<file path="src/rtl/firebird7_in_gate1_tessent_data_mux_pkg.sv">
// Shared definitions for the IJTAG/functional data mux: lane state
// encoding and the settle-counter width helper.
package firebird7_in_gate1_tessent_data_mux_pkg;

    // Per-lane source-selection state.
    typedef enum logic [1:0] {
        ST_FUNC  = 2'd0,
        ST_HOLD  = 2'd1,
        ST_IJTAG = 2'd2
    } lane_state_t;

    // Settle counter width: enough bits to hold SETTLE_CYCLES-1, never zero bits.
    function automatic int cnt_width(input int settle_cycles);
        if (settle_cycles < 1) begin
            return 1;
        end
        return (settle_cycles + 1 > 1) ? $clog2(settle_cycles + 1) : 1;
    endfunction

endpackage

</file>
<file path="src/rtl/firebird7_in_gate1_tessent_data_mux_lane.sv">
// One mux lane: FUNC/HOLD/IJTAG state machine, settle counter and the
// registered WIDTH-bit output. In HOLD the output freezes; the destination
// is decided by select on the cycle the counter reaches zero, so a request
// that reverts mid-settle returns the lane to where it came from.
module firebird7_in_gate1_tessent_data_mux_lane
    import firebird7_in_gate1_tessent_data_mux_pkg::*;
#(
    parameter int WIDTH         = 3,
    parameter int SETTLE_CYCLES = 2
) (
    input  logic             clk,
    input  logic             reset,
    input  logic             select,
    input  logic [WIDTH-1:0] functional_data,
    input  logic [WIDTH-1:0] ijtag_data,
    output logic [WIDTH-1:0] data,
    output logic [1:0]       state_dbg
);

    localparam int CW = cnt_width(SETTLE_CYCLES);
    localparam logic [CW-1:0] CNT_LOAD = (SETTLE_CYCLES > 0) ? CW'(SETTLE_CYCLES - 1) : '0;

    lane_state_t      state_q;
    lane_state_t      state_next;
    logic [CW-1:0]    cnt_q;
    logic [CW-1:0]    cnt_next;
    logic [WIDTH-1:0] data_q;
    logic [WIDTH-1:0] data_next;

    // Next-state, counter and output-data selection.
    always_comb begin
        state_next = state_q;
        cnt_next   = cnt_q;
        data_next  = data_q;
        unique case (state_q)
            ST_FUNC: begin
                data_next = functional_data;
                if (select) begin
                    if (SETTLE_CYCLES == 0) begin
                        state_next = ST_IJTAG;
                    end else begin
                        state_next = ST_HOLD;
                        cnt_next   = CNT_LOAD;
                    end
                end
            end
            ST_IJTAG: begin
                data_next = ijtag_data;
                if (!select) begin
                    if (SETTLE_CYCLES == 0) begin
                        state_next = ST_FUNC;
                    end else begin
                        state_next = ST_HOLD;
                        cnt_next   = CNT_LOAD;
                    end
                end
            end
            ST_HOLD: begin
                if (cnt_q == '0) begin
                    state_next = select ? ST_IJTAG : ST_FUNC;
                end else begin
                    cnt_next = cnt_q - CW'(1);
                end
            end
            default: begin
                state_next = ST_FUNC;
                cnt_next   = '0;
            end
        endcase
    end

    // State, counter and output registers; reset wins over any select change.
    always_ff @(posedge clk) begin
        if (reset) begin
            state_q <= ST_FUNC;
            cnt_q   <= '0;
            data_q  <= '0;
        end else begin
            state_q <= state_next;
            cnt_q   <= cnt_next;
            data_q  <= data_next;
        end
    end

    assign data      = data_q;
    assign state_dbg = state_q;

endmodule

</file>
<file path="src/rtl/firebird7_in_gate1_tessent_data_mux_sync.sv">
// Top level: unpacks the lane buses, instantiates one lane per channel,
// decodes per-lane state and ORs the HOLD flags into switch_busy.
module firebird7_in_gate1_tessent_data_mux_sync
    import firebird7_in_gate1_tessent_data_mux_pkg::*;
#(
    parameter int WIDTH         = 3,
    parameter int CHANNELS      = 2,
    parameter int SETTLE_CYCLES = 2
) (
    input  logic                      ijtag_tck,
    input  logic                      ijtag_reset,
    input  logic [CHANNELS-1:0]       ijtag_select,
    input  logic [CHANNELS*WIDTH-1:0] functional_data_in,
    input  logic [CHANNELS*WIDTH-1:0] ijtag_data_in,
    output logic [CHANNELS*WIDTH-1:0] data_out,
    output logic [CHANNELS-1:0]       ijtag_active,
    output logic                      switch_busy
);

    logic [1:0]          lane_state [CHANNELS];
    logic [CHANNELS-1:0] lane_hold;

    genvar k;
    generate
        for (k = 0; k < CHANNELS; k++) begin : g_lane
            firebird7_in_gate1_tessent_data_mux_lane #(
                .WIDTH         (WIDTH),
                .SETTLE_CYCLES (SETTLE_CYCLES)
            ) u_lane (
                .clk             (ijtag_tck),
                .reset           (ijtag_reset),
                .select          (ijtag_select[k]),
                .functional_data (functional_data_in[k*WIDTH +: WIDTH]),
                .ijtag_data      (ijtag_data_in[k*WIDTH +: WIDTH]),
                .data            (data_out[k*WIDTH +: WIDTH]),
                .state_dbg       (lane_state[k])
            );

            assign ijtag_active[k] = (lane_state[k] == ST_IJTAG);
            assign lane_hold[k]    = (lane_state[k] == ST_HOLD);
        end
    endgenerate

    assign switch_busy = |lane_hold;

endmodule

</file>
<file path="config.mk">
export PLATFORM = sky130hd
export DESIGN_NAME = firebird7_in_gate1_tessent_data_mux_sync
export DESIGN_NICKNAME = d
export VERILOG_FILES = /design/src/rtl/firebird7_in_gate1_tessent_data_mux_pkg.sv /design/src/rtl/firebird7_in_gate1_tessent_data_mux_lane.sv /design/src/rtl/firebird7_in_gate1_tessent_data_mux_sync.sv
export SDC_FILE = /design/constraint.sdc
export NUM_CORES = 1
export LEC_CHECK = 0
export CAP_MARGIN = 20
export CORE_UTILIZATION = 43
export DETAILED_ROUTE_END_ITERATION = 8
export HOLD_SLACK_MARGIN = 0.15
export PLACE_DENSITY = 0.86
export SYNTH_ARGS = -nofsm -noshare
export SYNTH_HDL_FRONTEND = slang
export SYNTH_SLANG_ARGS = --single-unit
</file>
<file path="constraint.sdc">
create_clock -name ijtag_tck -period 1.5 [get_ports ijtag_tck]
set_clock_uncertainty 0.1 [all_clocks]
set_input_delay 0.15 -clock ijtag_tck [delete_from_list [all_inputs] [get_ports ijtag_tck]]
set_output_delay 0.15 -clock ijtag_tck [all_outputs]
set_load 0.01 [all_outputs]
</file>
# Word level (Yosys, flattened, before mapping)
# Index checks and enable logic that the tools add are counted.
[word_totals] register_bits=14 inputBits=16 out_inout_bits=9 wordCells=47
[classes] addsub=2 eq_ne=12 muxes=16 n_reduce_logical=11
[op_table] operator="2-bit one-hot mux with 3 select lines" n=4
[op_table] operator="2-bit two-way mux" n=10
[op_table] operator="2-bit != test (second input constant)" n=6
[op_table] operator="3-bit one-hot mux with 2 select lines" n=2
[op_table] operator="3-bit AND reduction" n=4
[op_table] operator="2-bit logical NOT" n=4
[op_table] operator="2-bit by 1-bit == test with 1-bit output (second input constant)" n=2
[op_table] operator="2-bit == test (second input constant)" n=2
[op_table] operator="2-bit by 1-bit != test with 1-bit output (second input constant)" n=2
[op_table] operator="2-bit nonzero test" n=2
[op_table] operator="2-bit by 1-bit subtractor with 2-bit output (second input constant)" n=2
[op_table] operator="2-bit OR reduction" n=1

# Longest topological paths before layout
[depth] depth_word=3 depth_mapped=5 mapped_depth_nobuf=5

# Modules after synthesis
# From an unflattened synthesis, not the netlist that was laid out.
[hier_totals] hier_cells=85 area_unflattened_um2=762.0
[modules_own_cells] module="firebird7_in_gate1_tessent_data_mux_lane" instances=2 cells_per_inst=40 area_each_um2=367.9
[modules_own_cells] module="firebird7_in_gate1_tessent_data_mux_sync" instances=1 cells_per_inst=5 area_each_um2=26.3

# Least setup slack after synthesis
# Ideal clock, no wire load.
[synth_timing] kind="register to output" startpoint="reg g_lane[0].u_lane.state_q[1]" endpoint="out switch_busy" arrival_ps=986 t_required_ps=1250 slack_ps=264 stages_incl_launch_ff=4 n_path_buf=1 cell_sequence="dfxtp_1 > buf_2 > and2b_1 > or2_2"
[synth_via] elab_chain_cells=2
[synth_rtl] item="from (decl)" line_no="firebird7_in_gate1_tessent_data_mux_lane.sv:23" rtl="lane_state_t state_q;"
[synth_rtl] item="from (signal assigned)" line_no="firebird7_in_gate1_tessent_data_mux_lane.sv:79" rtl="state_q <= state_next;"
[synth_rtl] item="2-bit by 1-bit == test with 1-bit output" line_no="firebird7_in_gate1_tessent_data_mux_sync.sv:40" rtl="assign lane_hold[k] = (lane_state[k] == ST_HOLD);"
[synth_rtl] item="2-bit OR reduction" line_no="firebird7_in_gate1_tessent_data_mux_sync.sv:44" rtl="assign switch_busy = |lane_hold;"
[synth_rtl] item="to (decl)" line_no="firebird7_in_gate1_tessent_data_mux_sync.sv:17" rtl="output logic switch_busy"
# Every way passes these cells.

# Worst setup path in the final report
[layout_timing] startpoint="reg g_lane[1].u_lane.state_q[1]" endpoint="out ijtag_active[1]"
[layout_via] elab_chain_cells=1
[layout_rtl] item="from (decl)" line_no="firebird7_in_gate1_tessent_data_mux_lane.sv:23"
[layout_rtl] item="from (signal assigned)" line_no="firebird7_in_gate1_tessent_data_mux_lane.sv:79"
[layout_rtl] item="2-bit == test" line_no="firebird7_in_gate1_tessent_data_mux_sync.sv:39" rtl="assign ijtag_active[k] = (lane_state[k] == ST_IJTAG);"
[layout_rtl] item="to (decl)" line_no="firebird7_in_gate1_tessent_data_mux_sync.sv:16" rtl="output logic [CHANNELS-1:0] ijtag_active,"
# Every way passes these cells.

==> metrics <==
synthesis-to-layout area growth 47.0%; Cell variety after synth 26; CTS root buf clkbuf_4; r2r startpoint g_lane[1].u_lane.state_dbg[0]; FF+latch count, synth 14; Worst setup SP type flip-flop; HP Class reg2reg; core area 0.00156 mm^2; maximum clock path buffer count 2; final setup fails 0; hold endpoint g_lane[0].u_lane.data[2]; first-pass GRT wire length 2870 um; Max VDD drop 0.000602 V; sequential fraction of the synthesis area 37.8%; final hold violations 0; CP required 1.25 ns; leakage power 0.452 nW; worst slack, placed 0.00376 ns; hold slack 0.372 ns; max cap viols 0; Post-Synthesis Net Count 103; Syn Area/Cell 8.73 um^2; via count 683; largest net degree at the start of global routing 15; worst-skew pair later-pin latency 0.28 ns; Clock transition at path regs 0.09 ns; FF-to-FF End g_lane[1].u_lane.cnt_q[1]; WS Path Type reg2out; min-delay src g_lane[0].u_lane.data[2]; DRT antenna net count 0; Placer Congestion 0.736; Mapped Cells 85; worst-path maximum fanout 7; CTS sink count 14; total CTS buffers 3; Final nets 138; post-DP HPWL 1220 um; postcts setup bufs 0; period utilization 97.2%; run status finished, final reports clean; pwr dens 900 mW/mm^2; wirelength, routed 1730 um; layout cell share with drive strength beyond 1 23.5%; Max-slew headroom 82.7%; Non-Filler Instances 135; # port buffers 24; fmax 686 MHz; Starting Density 47.6%; cts hold-fix bufs 0; number of global-route vias before repair 671; Antenna Cells 0; Max Slew Vio Count 0; Max H-tree Level 1; DP Cell Count 131; number of vias per cell 5.06; synthesized cell area 742 um^2; initial DRC count 15; # DRC 0; die width 43.5 um; crit path capture type primary output; Ys Warns 0; die span in y 43.5 um; Worst-Margin Slew 0.256 ns; grt ovf 0; WP data arrival 1.21 ns; minimum clock period 1.46 ns; Site Rows 14; CTS tree yes; Avg WL per Cell 12.8 um; I/O pin count 25; die area 0.00190 mm^2; Worst Hold Depth 2; DRT Pass-1 Iters 4; reg2reg setup slack 0.14 ns; final setup margin 0.0423 ns; worst r2r path cells 5; Global Route Usage Sum 20.5%; final setup TNS 0 ns; number of antenna violations at the first check in global routing 0; Tot Pwr 0.982 mW
[cells in the mapped netlist]
| cell | n | area (um^2) |
|---|---|---|
| buf_2 | 1 | 5.00 |
| and2b_1 | 1 | 7.51 |
| a211o_1 | 1 | 8.76 |
| xor2_1 | 2 | 17.5 |
| a21oi_1 | 9 | 45.0 |
| inv_1 | 5 | 18.8 |
| and2b_2 | 2 | 17.5 |
| a21o_2 | 1 | 8.76 |
| nand2b_1 | 6 | 37.5 |
| or2_0 | 1 | 6.26 |
| a31oi_1 | 3 | 18.8 |
| clkbuf_1 | 1 | 3.75 |
| nand3_1 | 1 | 5.00 |
| mux2i_1 | 3 | 30.0 |
| a32oi_1 | 1 | 8.76 |
| o21ai_0 | 1 | 5.00 |
| mux2_2 | 6 | 67.6 |
| nor2_1 | 6 | 22.5 |
| buf_6 | 2 | 22.5 |
| nor2b_1 | 2 | 12.5 |
| ha_1 | 2 | 25.0 |
| nor3b_1 | 2 | 15.0 |
| nor4b_1 | 1 | 8.76 |
| nand2_1 | 10 | 37.5 |
| dfxtp_1 | 14 | 280 |
| or2_2 | 1 | 6.26 |
[area by class of cell]
class	count	area (um^2)
multi-input cells	62	417
fillers	127	468
clock buffers	4	36.3
well taps	16	20.0
repair buffers	34	317
flip-flops and latches	14	283
inverters	5	18.8
[where the power goes]
part           leakage (nW)  total, mW  switching (mW)  internal (mW)
clock                0.0210      0.281           0.133          0.148
sequential            0.117      0.419          0.0160          0.403
combinational         0.315      0.283           0.120          0.163
total                 0.452      0.982           0.269          0.714
[critical path, cell delays in order, from the launching register on]
cell,delay [ns]
dfxtp_2,0.33
buf_4,0.15
and2b_2,0.21
clkdlybuf4s15_1,0.23
[timing repair]
action                     CTS  global route
pin swaps                    0             0
resized for setup            7             6
setup endpoints to repair    3             3
[kinds of logic (layout without fill, tap and decap cells)]
group           Yosys count  in the layout  synth area share, %
compound gates           16             16                 12.8
buf+inv                   9             43                 6.74
mux                       9              9                 13.2
fa+ha+maj                 2              2                 3.37
simple gates             33             33                 23.8
xor+xnor                  2              2                 2.36
flops                    14             14                 37.8
[through the flow]
step,area [um^2],util (%)
finish,1090,70.0
global route,1090,70.0
CTS,1080,69.0
detailed placement,1050,67.1
global placement,1050,67.1
floorplan,742,-
[worst max-delay path by stage]
stage                                       start  cells after the start         endpoint  slack (ns)
detailed placement  g_lane[1].u_lane.state_dbg[1]                      3      switch_busy       0.004
global route        g_lane[0].u_lane.state_dbg[1]                      3  ijtag_active[0]       -0.01
global placement    g_lane[1].u_lane.state_dbg[1]                      3      switch_busy       0.009
floorplan           g_lane[0].u_lane.state_dbg[1]                      3      switch_busy        0.26
finish              g_lane[1].u_lane.state_dbg[1]                      3  ijtag_active[1]        0.04
CTS                 g_lane[1].u_lane.state_dbg[1]                      3  ijtag_active[1]      -0.006
[cell usage in the layout, fill, tap and decap left out, drive strengths merged, types with 3 or more instances in the layout]
| cell | synthesis | final |
|---|---|---|
| a21oi | 9 | 9 |
| a31oi | 3 | 3 |
| and2b | 3 | 3 |
| buf | 3 | 11 |
| clkbuf | 1 | 4 |
| clkdlybuf4s50 | 0 | 21 |
| dfxtp | 14 | 14 |
| inv | 5 | 5 |
| mux2 | 6 | 6 |
| mux2i | 3 | 3 |
| nand2 | 10 | 10 |
| nand2b | 6 | 6 |
| nor2 | 6 | 6 |
[sequential cells by signal, summed over array words and instances (netlist names)]
signal	flops
g_lane.u_lane.data	6
g_lane.u_lane.cnt_q	4
g_lane.u_lane.state_dbg	4
[metal layers]
| metal | global-route usage [%] | vias up | wire length, um |
|---|---|---|---|
| met2 | 35.8 | 17 | 862 |
| met4 | 5.63 | 0 | 14 |
| li1 | - | 352 | - |
| met1 | 25.6 | 312 | 789 |
| met3 | 3.75 | 2 | 59 |
| met5 | 0 | - | 0 |
No activity file was read; power rests on OpenSTA's default activity.
